--- config.mk ---
export PLATFORM = sky130hd
export DESIGN_NAME = alu_seq
export DESIGN_NICKNAME = d
export VERILOG_FILES = /design/src/rtl/alu_seq.sv
export SDC_FILE = /design/constraint.sdc
export NUM_CORES = 1
export LEC_CHECK = 0
export CAP_MARGIN = 15
export CORE_ASPECT_RATIO = 0.75
export CORE_MARGIN = 2
export CORE_UTILIZATION = 35
export CTS_BUF_LIST = sky130_fd_sc_hd__clkbuf_8 sky130_fd_sc_hd__clkbuf_16
export CTS_CLUSTER_DIAMETER = 50
export DETAILED_ROUTE_END_ITERATION = 6
export GPL_ROUTABILITY_DRIVEN = 0
export GPL_TIMING_DRIVEN = 0
export PLACE_DENSITY_LB_ADDON = 0.12
export RECOVER_POWER = 25
export SKIP_CTS_REPAIR_TIMING = 1
export SLEW_MARGIN = 0
export SYNTH_ARGS = -nofsm -noshare
export SYNTH_HDL_FRONTEND = slang
export SYNTH_SLANG_ARGS = --single-unit
--- constraint.sdc ---
create_clock -name clk -period 3.8 [get_ports clk]
set_input_delay 0.95 -clock clk [delete_from_list [all_inputs] [get_ports clk]]
set_output_delay 0.95 -clock clk [all_outputs]
set_load 0.01 [all_outputs]
--- src/rtl/alu_seq.sv ---
// Sequential ALU: captures op/operands on start, runs single-cycle ops in one edge and an
// unsigned shift-add multiply over W edges; result/flag are held until the next done.
module alu_seq #(
  parameter int DATA_BUS_WIDTH = 8
) (
  input  logic                      clk,
  input  logic                      rst_n,
  input  logic                      start,
  input  logic [3:0]                op,
  input  logic [DATA_BUS_WIDTH-1:0] register1,
  input  logic [DATA_BUS_WIDTH-1:0] register2,
  output logic                      busy,
  output logic                      done,
  output logic [DATA_BUS_WIDTH-1:0] result,
  output logic [3:0]                flag
);

  localparam int W  = DATA_BUS_WIDTH;
  localparam int SW = $clog2(W);

  localparam logic [3:0] OP_ADD = 4'd0;
  localparam logic [3:0] OP_SUB = 4'd1;
  localparam logic [3:0] OP_AND = 4'd2;
  localparam logic [3:0] OP_OR  = 4'd3;
  localparam logic [3:0] OP_XOR = 4'd4;
  localparam logic [3:0] OP_SHL = 4'd5;
  localparam logic [3:0] OP_SHR = 4'd6;
  localparam logic [3:0] OP_MUL = 4'd7;
  localparam logic [3:0] OP_CMP = 4'd8;

  typedef enum logic [1:0] {S_IDLE, S_EXEC, S_MUL} state_t;

  state_t state, state_nx;

  logic [3:0]      op_q;
  logic [W-1:0]    a_q, b_q;
  logic [SW-1:0]   cnt;
  logic [2*W-1:0]  acc, acc_nx, pp;
  logic [W:0]      sum, diff, shl_full, shr_full;
  logic [SW-1:0]   sh;
  logic [W-1:0]    exec_res;
  logic [3:0]      exec_flag;
  logic            accept, mul_last;

  // {V,N,C,Z} from a computed value plus its overflow and carry/borrow bits
  function automatic logic [3:0] pack_flag(input logic v, input logic c, input logic [W-1:0] val);
    return {v, val[W-1], c, ~|val};
  endfunction

  function automatic logic add_ovf(input logic signed [W-1:0] a, input logic signed [W-1:0] b,
                                   input logic signed [W-1:0] s);
    return (a[W-1] == b[W-1]) && (s[W-1] != a[W-1]);
  endfunction

  function automatic logic sub_ovf(input logic signed [W-1:0] a, input logic signed [W-1:0] b,
                                   input logic signed [W-1:0] d);
    return (a[W-1] != b[W-1]) && (d[W-1] != a[W-1]);
  endfunction

  assign busy     = (state != S_IDLE);
  assign accept   = start && (state == S_IDLE);
  assign mul_last = (state == S_MUL) && (cnt == SW'(W-1));

  assign sh       = b_q[SW-1:0];
  assign sum      = {1'b0, a_q} + {1'b0, b_q};
  assign diff     = {1'b0, a_q} - {1'b0, b_q};
  // The extra bit on each shift catches the last bit shifted out; it is 0 for a zero shift.
  assign shl_full = {1'b0, a_q} << sh;
  assign shr_full = {a_q, 1'b0} >> sh;

  assign pp     = b_q[cnt] ? ({{W{1'b0}}, a_q} << cnt) : '0;
  assign acc_nx = acc + pp;

  always_ff @(posedge clk or negedge rst_n) begin
    if (!rst_n) state <= S_IDLE;
    else        state <= state_nx;
  end

  always_comb begin
    state_nx = state;
    unique case (state)
      S_IDLE: if (start) state_nx = (op == OP_MUL) ? S_MUL : S_EXEC;
      S_EXEC: state_nx = S_IDLE;
      S_MUL:  if (mul_last) state_nx = S_IDLE;
      default: state_nx = S_IDLE;
    endcase
  end

  always_comb begin
    exec_res  = result;
    exec_flag = flag;
    case (op_q)
      OP_ADD: begin
        exec_res  = sum[W-1:0];
        exec_flag = pack_flag(add_ovf(a_q, b_q, sum[W-1:0]), sum[W], sum[W-1:0]);
      end
      OP_SUB: begin
        exec_res  = diff[W-1:0];
        exec_flag = pack_flag(sub_ovf(a_q, b_q, diff[W-1:0]), diff[W], diff[W-1:0]);
      end
      OP_CMP:
        exec_flag = pack_flag(sub_ovf(a_q, b_q, diff[W-1:0]), diff[W], diff[W-1:0]);
      OP_AND: begin
        exec_res  = a_q & b_q;
        exec_flag = pack_flag(1'b0, 1'b0, a_q & b_q);
      end
      OP_OR: begin
        exec_res  = a_q | b_q;
        exec_flag = pack_flag(1'b0, 1'b0, a_q | b_q);
      end
      OP_XOR: begin
        exec_res  = a_q ^ b_q;
        exec_flag = pack_flag(1'b0, 1'b0, a_q ^ b_q);
      end
      OP_SHL: begin
        exec_res  = shl_full[W-1:0];
        exec_flag = pack_flag(1'b0, shl_full[W], shl_full[W-1:0]);
      end
      OP_SHR: begin
        exec_res  = shr_full[W:1];
        exec_flag = pack_flag(1'b0, shr_full[0], shr_full[W:1]);
      end
      default: ;
    endcase
  end

  always_ff @(posedge clk or negedge rst_n) begin
    if (!rst_n) begin
      op_q   <= '0;
      a_q    <= '0;
      b_q    <= '0;
      cnt    <= '0;
      acc    <= '0;
      done   <= 1'b0;
      result <= '0;
      flag   <= '0;
    end else begin
      done <= (state == S_EXEC) || mul_last;
      if (accept) begin
        op_q <= op;
        a_q  <= register1;
        b_q  <= register2;
        cnt  <= '0;
        acc  <= '0;
      end
      if (state == S_EXEC) begin
        result <= exec_res;
        flag   <= exec_flag;
      end
      // One partial product per edge, LSB of B first; only the final sum reaches result.
      if (state == S_MUL) begin
        acc <= acc_nx;
        cnt <= cnt + SW'(1);
        if (mul_last) begin
          result <= acc_nx[W-1:0];
          flag   <= pack_flag(1'b0, |acc_nx[2*W-1:W], acc_nx[W-1:0]);
        end
      end
    end
  end

endmodule

==> impl_metrics.yaml, run 1 <==
synth:
  synth_top_cell_by_area: "dfrtp_1"
  syn_area_per_cell_um2: 8.12
  syn-cell-area_um2: 5590
  synthTopCellsByArea: "dfrtp_1 24%, ha_1 9.4%, nand2_1 6.0%"
  synthArstFlopShare_pct: 100
  ys_seq_area_share_pct: 24.2
  synth_seq_cells: 54
  netlist-cell-type-count: 76
  synth_top_area_share_pct: 24.2
  yosys_warnings: 0
  synth_fp_nets: 757
  syn_inst: 689
  yosys_most_used_dff: "dfrtp_1"
  synth_edf_count: 0
setup_path:
  cp-start-kind: "flip-flop"
  cp_max_fo: 10
  end_kind: "flip-flop"
  cp.depth: 14
  slowest_stage: "mux4_2"
  path_buf_inv: 2
  cp.required_ns: 3.97
  crit_chain: "buf_6 -> buf_2 -> mux4_2 -> nand2_2 -> nor3_1 -> ha_1 -> fa_2 -> a211oi_2 -> o21ai_2 -> a21o_1 -> a211o_1 -> xnor2_2 -> and3_1 -> a41oi_2"
  cp_top_family: "compound AO/OA/AOI/OAI gates"
  r2r_cells: 14
  max_stage_delay_ns: 0.54
  crit_type: "flip-flop to flip-flop"
  critical_path_arrival_ns: 3.85
flow_run:
  maxCapViolations: 1
power:
  vdd_ir_drop_max_mv: 0.215
  power_per_cell_area_nw_per_um2: 485
  p_leak_nw: 2.65
clock_tree:
  numClockSinks: 54
  clk_pin_slew_ns: 0.08
  numCtsBuffers: 5
  clock_latency_ns: 0.31
  cts_tree: "yes"
  htreeDepth: 2
  clockBufferDepth: 2
  cts-root-buf: "clkbuf_16"
route:
  vias_per_cell: 5.83
  drt_pass1_iterations: 5
  wirelength_um: 19300
  wl_per_cell_um: 20.6
  route.detailed.drc: 0
  drtIter0Drc: 596
  postRouteAntennaNets: 0
  vias: 5464
timing:
  fin_worst_skew_ns: 0.00597
  min_period_over_period_pct: 96.9
  finalSetupViolations: 0
  timing.slew.headroom_pct: -18.6
  setup_ws_ns: 0.118
  tightest_slew_ns: 1.78
  grt_setup_unrepaired: "true"
  whs_ns: 0.509
  fin_crit_ns: 3.68
  slew_violations: 39
  finalHoldViolations: 0
  max_freq_mhz: 272
hold_path:
  hold_path_class: "flip-flop to flip-flop"
  hold-path-cell-count: 2
global_routing:
  grt_pass1_wl_um: 30300
  grt_pass1_vias: 5222
  grt_overflow: 0
  antenna_found_initial: 0
  grt_max_degree: 39
  track_usage_pct: 23.3
final_layout:
  fillers: 1567
  instances_no_fill: 938
  post-route-util_pct: 41.7
  final_common_cell: "nand2_1"
  layout-drive-gt1-share_pct: 9.43
  final_nets: 799
  layout_common_cells: "88 x nand2_1, 54 x o21ai_0, 53 x dfrtp_1, 47 x nor2_1, 41 x ha_1"
  syn2layout_area_growth_pct: 14.9
floorplan:
  dieArea_um2: 17000
  die_h_um: 113
  die_w_um: 150
  initial_core_util_pct: 36.3
  core_um2: 15400
  ios: 37
  row_count: 39
outcome:
  outcome: "complete, but fails checks"
  violations: "capacitance limit, slew limit"
place:
  dp.cells: 931
  port_buffers: 36
  dp_slack_ns: -0.380
  dp_hpwl_um: 15300
report_power, final:
part	leakage (nW)	internal, mW	switching [mW]	total [mW]
sequential	0.688	0.689	0.108	0.798
clock	0.0698	0.245	0.238	0.484
combinational	1.89	0.756	1.08	1.83
total	2.65	1.69	1.43	3.12
flip-flops by register name, summed over array words and instances, names as in the netlist:
name and flops:
op_q 4, result 8, state 2, done 1
acc 16, flag 4, a_q 8, b_q 8
cnt 3
synth_stat cells (5+ instances only):
| cell type | number |
|---|---|
| o221ai_1 | 5 |
| nor4_1 | 7 |
| clkbuf_1 | 27 |
| o21ai_0 | 54 |
| mux2i_1 | 25 |
| a211oi_1 | 12 |
| and3_1 | 6 |
| nand4_1 | 5 |
| o211ai_1 | 6 |
| buf_6 | 12 |
| o21ai_1 | 18 |
| inv_1 | 25 |
| nor2_1 | 48 |
| o22ai_1 | 5 |
| ha_1 | 42 |
| nand3_1 | 24 |
| a21oi_1 | 39 |
| xnor2_1 | 14 |
| nor3b_1 | 5 |
| xor2_1 | 7 |
| nand2b_1 | 12 |
| mux4_2 | 7 |
| nor2b_1 | 6 |
| dfrtp_1 | 54 |
| nand2_1 | 89 |
| and2_1 | 7 |
| a211o_1 | 8 |
| a21o_1 | 5 |
| o21bai_1 | 8 |
| nor3_1 | 19 |
layer usage:
layer,up-vias,routed length [µm],track usage (%)
met1,2601,9950,37.0
met5,-,0,0
li1,2599,-,-
met3,18,1730,6.52
met2,246,7340,30.7
met4,0,282,4.97
cell type report:
type	count	area, µm²	share of cell area (%)
Clock buffer	5	125	1.95
Clock inverter	3	21.3	0.331
Sequential cell	54	1350	21.1
Timing Repair Buffer	37	367	5.71
Antenna cell	1	2.50	0.0390
Inverter	28	105	1.64
Multi-Input combinational cell	558	3870	60.2
Buffer	47	327	5.08
Tap cell	205	256	3.99
cells by family after synthesis:
family / after synthesis / synth area share (%)
AOI/OAI and AO/OA: 201 / 23.0
xor gates and xnor gates: 21 / 3.29
adders and majority gates: 45 / 10.5
buffers and inverters: 77 / 7.81
DFF: 54 / 24.2
muxes: 36 / 8.10
and+or+nand+nor: 255 / 23.1
worst paths after layout:
kind | to | slack [ns] | startpoint
setup / recovery | flag[1] | 0.12 | b_q[0]
hold reg to reg | acc[6] | 0.51 | acc[6]
min in group asynchronous | b_q[2] | 0.80 | rst_n
max in group asynchronous | cnt[0] | 0.55 | rst_n
setup reg to reg | flag[1] | 0.12 | b_q[0]
hold / removal | acc[6] | 0.51 | acc[6]
worst min-delay path, cell delays in order (launching register included):
cell     delay, ns
dfrtp_1       0.35
nand3_1       0.07
nand2_1       0.06
through the flow:
step           total power, mW  TNS [ns]  area (µm²)
6_report                  3.12         0        6420
5_1_grt                   3.33   -0.0900        6420
4_1_cts                   3.08    -0.487        6370
3_5_place_dp              2.58    -0.384        6220
3_3_place_gp              2.57     -7.07        6210
2_1_floorplan             1.98         0        5590
Note: power is estimated with default switching activity, not from simulation.
==> inputs of run 2 (changes only) <==
--- a/config.mk
+++ b/config.mk
@@ -5,6 +5,7 @@
 export SDC_FILE = /design/constraint.sdc
 export NUM_CORES = 1
 export LEC_CHECK = 0
+export ABC_CLOCK_PERIOD_IN_PS = 3800
 export CAP_MARGIN = 15
 export CORE_ASPECT_RATIO = 0.75
 export CORE_MARGIN = 2
@@ -12,7 +13,6 @@
 export CTS_BUF_LIST = sky130_fd_sc_hd__clkbuf_8 sky130_fd_sc_hd__clkbuf_16
 export CTS_CLUSTER_DIAMETER = 50
 export DETAILED_ROUTE_END_ITERATION = 6
-export GPL_ROUTABILITY_DRIVEN = 0
 export GPL_TIMING_DRIVEN = 0
 export PLACE_DENSITY_LB_ADDON = 0.12
 export RECOVER_POWER = 25
==> run 2 against run 1 <==
The run still ends with capacitance limit, slew limit left. First-iteration DRC count is 3.0% lower. Die area stayed put. Global-route usage is 0.77 points higher. Total power is 1.2% higher.
==> impl_metrics.yaml, run 2 (synthesized netlist as in run 1, its figures left out) <==
place:
  dp_hpwl_um: 16000
  port_buffers: 36
  place.gp.congestion: 0.947
  postPlaceCellArea_um2: 6220
timing:
  finalHoldViolations: 0
  timing.slew.headroom_pct: -14.8
  max_freq_mhz: 270
  tightest_slew_ns: 1.72
  fin_worst_skew_ns: 0.00914
  slew_violations: 38
  min_period_over_period_pct: 97.3
  finalSetupViolations: 0
  fin_crit_ns: 3.70
global_routing:
  track_usage_pct: 24.1
  grt_max_degree: 38
  antenna_found_initial: 0
  grt_pass1_vias: 5111
  grt_overflow: 0
  grt_pass1_wl_um: 31000
route:
  drtIter0Drc: 578
  route.detailed.drc: 0
  drt_pass1_iterations: 5
  postRouteAntennaNets: 0
  wirelength_um: 20200
  vias: 5562
  wl_per_cell_um: 21.6
  vias_per_cell: 5.94
hold_path:
  hold_path_class: "flip-flop to flip-flop"
  min_from: "acc[13]"
setup_path:
  crit_path_start: "b_q[2]"
  cp_max_fo: 10
  max_stage_delay_ns: 0.51
  cp-start-kind: "flip-flop"
  crit_chain: "buf_6 -> buf_8 -> mux4_2 -> nand2_4 -> nor3_1 -> ha_1 -> fa_1 -> a211oi_2 -> o21ai_2 -> a21o_1 -> a211o_1 -> xnor2_2 -> and3_1 -> a41oi_1"
  end_kind: "flip-flop"
  crit_type: "flip-flop to flip-flop"
  slowest_stage: "mux4_2"
  path_buf_inv: 2
  cp_top_family: "compound AO/OA/AOI/OAI gates"
  timing.rr.start: "b_q[2]"
  cp.required_ns: 3.95
  critical_path_arrival_ns: 3.85
floorplan:
  row_count: 39
  ios: 37
  die_w_um: 150
  core_um2: 15400
  dieArea_um2: 17000
  initial_core_util_pct: 36.3
  die_h_um: 113
power:
  p_leak_nw: 2.66
  power_per_cell_area_nw_per_um2: 490
  vdd_ir_drop_max_mv: 0.211
final_layout:
  layout_common_cells: "88 x nand2_1, 54 x dfrtp_1, 52 x o21ai_0, 48 x nor2_1, 39 x ha_1"
  fin_area_um2: 6440
  final-seq-area_um2: 1350
  largest_reg_flops: 16
  layout-drive-gt1-share_pct: 9.84
  final_nets: 799
  fillers: 1604
  post-route-util_pct: 41.8
  final_common_cell: "nand2_1"
  syn2layout_area_growth_pct: 15.1
  diodes: 0
  top_register: "acc"
  multi_input_area_um2: 3870
clock_tree:
  clockBufferDepth: 2
  numClockSinks: 54
  clk_pin_slew_ns: 0.08
  numCtsBuffers: 5
  cts_tree: "yes"
  htreeDepth: 2
  clock_latency_ns: 0.31
  cts-root-buf: "clkbuf_16"
flow_run:
  maxCapViolations: 1
outcome:
  violations: "capacitance limit, slew limit"
  outcome: "complete, but fails checks"
## run 2: changes by cell type in the layout (fill, tap and decap cells not counted), moves of 2 or more
cell and change:
a21oi_1 -2, a21oi_2 +2, buf_4 +2, clkbuf_1 -3, ha_1 -2, ha_2 +2, o21ai_0 -2, o21ai_1 +2
## run 2: per-layer routing
layer	vias to the layer above	track usage [%]	wire length, µm	share of wire [%]
met1	2696	39.5	10300	51
li1	2599	-	-	-
met5	-	0	0	0
met4	0	3.84	174	0.86
met2	254	32.5	7830	39
met3	13	4.52	1850	9.2
## run 2: final cells by class
cell class / count / share of cell area (%)
Tap cell: 205 / 3.98
Buffer: 46 / 5.19
Clock buffer: 5 / 1.94
Multi-Input combinational cell: 558 / 60.1
Clock inverter: 3 / 0.330
Timing Repair Buffer: 38 / 5.81
Inverter: 28 / 1.63
Sequential cell: 54 / 21.0
## run 2: stage by stage
| step | setup TNS [ns] | hold WS, ns | setup WS [ns] | total power, mW | instances |
|---|---|---|---|---|---|
| floorplan | 0 | 0.473 | 0.307 | 1.98 | 689 |
| global placement | -9.22 | 0.509 | -0.591 | 2.59 | 930 |
| detailed placement | -0.714 | 0.508 | -0.584 | 2.61 | 931 |
| CTS | -0.807 | 0.528 | -0.618 | 3.11 | 939 |
| global route | -0.0254 | 0.544 | -0.0254 | 3.36 | 937 |
| finish | 0 | 0.516 | 0.102 | 3.15 | 937 |
## run 2: tightest hold or removal path: stages, from the launching register on
cell     delay [ns]
dfrtp_1        0.35
nand3_1        0.07
nand2_1        0.07
## run 2: worst paths after layout
path                           end  slack (ns)  cells after the start
setup / recovery           flag[1]        0.10                     14
hold / removal             acc[13]        0.52                      2
setup reg to reg           flag[1]        0.10                     14
hold reg to reg            acc[13]        0.52                      2
max in group asynchronous   acc[4]        0.67                      2
min in group asynchronous   b_q[0]        0.84                      1
## run 2: power breakdown
group          leakage [nW]  switching (mW)  internal (mW)
combinational          1.90            1.11          0.762
sequential            0.689           0.109          0.689
clock                0.0698           0.243          0.246
==> inputs of run 3 (changes only) <==
--- a/config.mk
+++ b/config.mk
@@ -5,7 +5,7 @@
 export SDC_FILE = /design/constraint.sdc
 export NUM_CORES = 1
 export LEC_CHECK = 0
-export ABC_CLOCK_PERIOD_IN_PS = 3800
+export ABC_CLOCK_PERIOD_IN_PS = 3000
 export CAP_MARGIN = 15
 export CORE_ASPECT_RATIO = 0.75
 export CORE_MARGIN = 2
@@ -17,6 +17,7 @@
 export PLACE_DENSITY_LB_ADDON = 0.12
 export RECOVER_POWER = 25
 export SKIP_CTS_REPAIR_TIMING = 1
+export SKIP_LAST_GASP = 1
 export SLEW_MARGIN = 0
 export SYNTH_ARGS = -nofsm -noshare
 export SYNTH_HDL_FRONTEND = slang
==> constraint.sdc (replaced) <==
create_clock -name clk -period 3 [get_ports clk]
set_input_delay 0.75 -clock clk [delete_from_list [all_inputs] [get_ports clk]]
set_output_delay 0.75 -clock clk [all_outputs]
set_load 0.01 [all_outputs]
==> run 3 against run 2 <==
The run ends with capacitance limit, slew limit, setup timing left. Global-route usage up 0.056 points. Sequential share of layout area fell by 0.99 points. Worst hold slack improved by 0.011 ns. Via count is 1.3% higher. Cell count is 2.1% higher. Sequential power is 25% higher. Combinational power up 34%. Register-to-register slack lost 0.60 ns. Fmax is 5.7% higher. Core utilization up 2.2 points. Non-clock buffer count rose by 20. Clock skew up 0.0073 ns. Largest cell class unchanged. Largest power group unchanged.
==> impl_metrics.yaml, run 3 (synthesized netlist as in run 1, its figures left out) <==
setup_path:
  cp.required_ns: 3.18
  path_buf_inv: 1
  cp_top_family: "compound AO/OA/AOI/OAI gates"
  cp.depth: 13
  r2r_end: "flag[1]"
  crit_type: "flip-flop to flip-flop"
  crit_path_start: "b_q[0]"
  r2r_cells: 13
  max_stage_delay_ns: 0.50
  crit_chain: "buf_12 -> mux4_2 -> nand2_4 -> nor3_4 -> ha_2 -> fa_2 -> a211oi_2 -> o21ai_2 -> a21o_1 -> a211o_1 -> xnor2_2 -> and3_1 -> a41oi_2"
  timing.rr.start: "b_q[0]"
  critical_path_arrival_ns: 3.68
  end_kind: "flip-flop"
  reg2reg_setup_slack_ns: -0.50
  cp_max_fo: 8
  slowest_stage: "mux4_2"
  setup.worst_path.end: "flag[1]"
  cp-start-kind: "flip-flop"
route:
  route.detailed.drc: 0
  drt_pass1_iterations: 6
  vias_per_cell: 5.89
  drtIter0Drc: 552
  postRouteAntennaNets: 0
  wirelength_um: 20600
  vias: 5636
  wl_per_cell_um: 21.5
clock_tree:
  clock_latency_ns: 0.32
  htreeDepth: 2
  cts_tree: "yes"
  numClockSinks: 54
  cts-root-buf: "clkbuf_16"
  clockBufferDepth: 2
  numCtsBuffers: 5
  clk_pin_slew_ns: 0.09
final_layout:
  instances_no_fill: 957
  final_common_cell: "nand2_1"
  fillers: 1571
  post-route-util_pct: 43.9
  layout-drive-gt1-share_pct: 16.6
  layout_common_cells: "88 x nand2_1, 51 x o21ai_0, 51 x dfrtp_1, 46 x nor2_1, 36 x ha_1"
  fin_area_um2: 6780
  final_nets: 819
  syn2layout_area_growth_pct: 21.2
  diodes: 0
  top_register: "acc"
  largest_reg_flops: 16
floorplan:
  core_um2: 15400
  initial_core_util_pct: 36.3
  dieArea_um2: 17000
  row_count: 39
  ios: 37
  die_w_um: 150
  die_h_um: 113
timing:
  min_period_over_period_pct: 117
  max_freq_mhz: 286
  fin_worst_skew_ns: 0.0164
  tightest_slew_ns: 1.62
  timing.slew.headroom_pct: -7.87
  finalSetupViolations: 13
  grt_setup_unrepaired: "true"
  finalHoldViolations: 0
  fin_crit_ns: 3.50
  slew_violations: 56
  setup_ws_ns: -0.498
power:
  internal_power_mw: 2.24
  pwr-share-seq_pct: 24.1
  switching_share_pct: 46.3
  clock_power_share_pct: 15.6
  p_leak_nw: 2.83
  pwr-share-comb_pct: 60.3
  p_total_mw: 4.17
  power_per_cell_area_nw_per_um2: 615
  vdd_ir_drop_max_mv: 0.252
  p_sw_mw: 1.93
place:
  dp_slack_ns: -0.815
  port_buffers: 36
  postPlaceCellArea_um2: 6270
  dp_hpwl_um: 16000
  place.gp.congestion: 0.975
  dp.cells: 932
hold_path:
  hold_path_class: "flip-flop to flip-flop"
global_routing:
  grt_max_degree: 29
  grt_overflow: 0
  grt_pass1_wl_um: 31100
  grt_pass1_vias: 5117
  antenna_found_initial: 0
  track_usage_pct: 24.2
outcome:
  outcome: "complete, but fails checks"
  violations: "capacitance limit, slew limit, setup timing"
flow_run:
  maxCapViolations: 2
==> run 3: changes by cell type in the layout (fill, tap and decap cells not counted), sizes merged <==
cell          change
dlymetal6s4s      -1
clkinv            -1
clkinvlp          -1
buf              +18
clkbuf            +3
inv               +2
==> run 3: worst min-delay path by stage <==
stage	startpoint	endpoint	slack, ns	cells past startpoint
CTS	rst_n	b_q[0]	0.43	2
detailed placement	acc[6]	acc[6]	0.51	2
global route	acc[12]	acc[12]	0.55	2
global placement	acc[9]	acc[9]	0.50	2
floorplan	rst_n	a_q[0]	0.45	0
finish	acc[12]	acc[12]	0.53	2
==> run 3: layer usage <==
layer / up-vias / GRT usage [%] / share of wire, %
met5: - / 0 / 0
met4: 0 / 4.59 / 2.1
met3: 31 / 5.40 / 8.7
met2: 265 / 31.1 / 38
met1: 2710 / 39.9 / 52
li1: 2630 / - / -
==> run 3: area by class of cell <==
cell class | instances | area, µm² | share of cell area, %
Tap cell | 205 | 256 | 3.79
Multi-Input combinational cell | 558 | 4060 | 59.9
Sequential cell | 54 | 1360 | 20.0
Timing Repair Buffer | 58 | 512 | 7.55
Clock buffer | 5 | 125 | 1.85
Clock inverter | 3 | 26.3 | 0.388
Buffer | 46 | 340 | 5.02
Inverter | 28 | 105 | 1.55
==> run 3: stage by stage <==
| step | setup TNS [ns] | hold WS [ns] |
|---|---|---|
| 2_1_floorplan | -0.434 | 0.454 |
| 3_3_place_gp | -49.38 | 0.502 |
| 3_5_place_dp | -7.31 | 0.508 |
| 4_1_cts | -7.75 | 0.428 |
| 5_1_grt | -4.25 | 0.550 |
| 6_report | -2.66 | 0.527 |
==> run 3: tightest hold or removal path, delay by kind of cell, from the launching register on <==
kind | cells | cell delay (ns)
simple gates | 2 | 0.15
flops | 1 | 0.36
==> run 3: power by group through the flow <==
stage	combinational (mW)	clock, mW	sequential, mW
floorplan	1.49	0	1.02
CTS	2.32	0.666	1.00
detailed placement	2.30	0	1.01
global placement	2.30	0	1.01
global route	2.71	0.691	1.02
finish	2.51	0.652	1.00
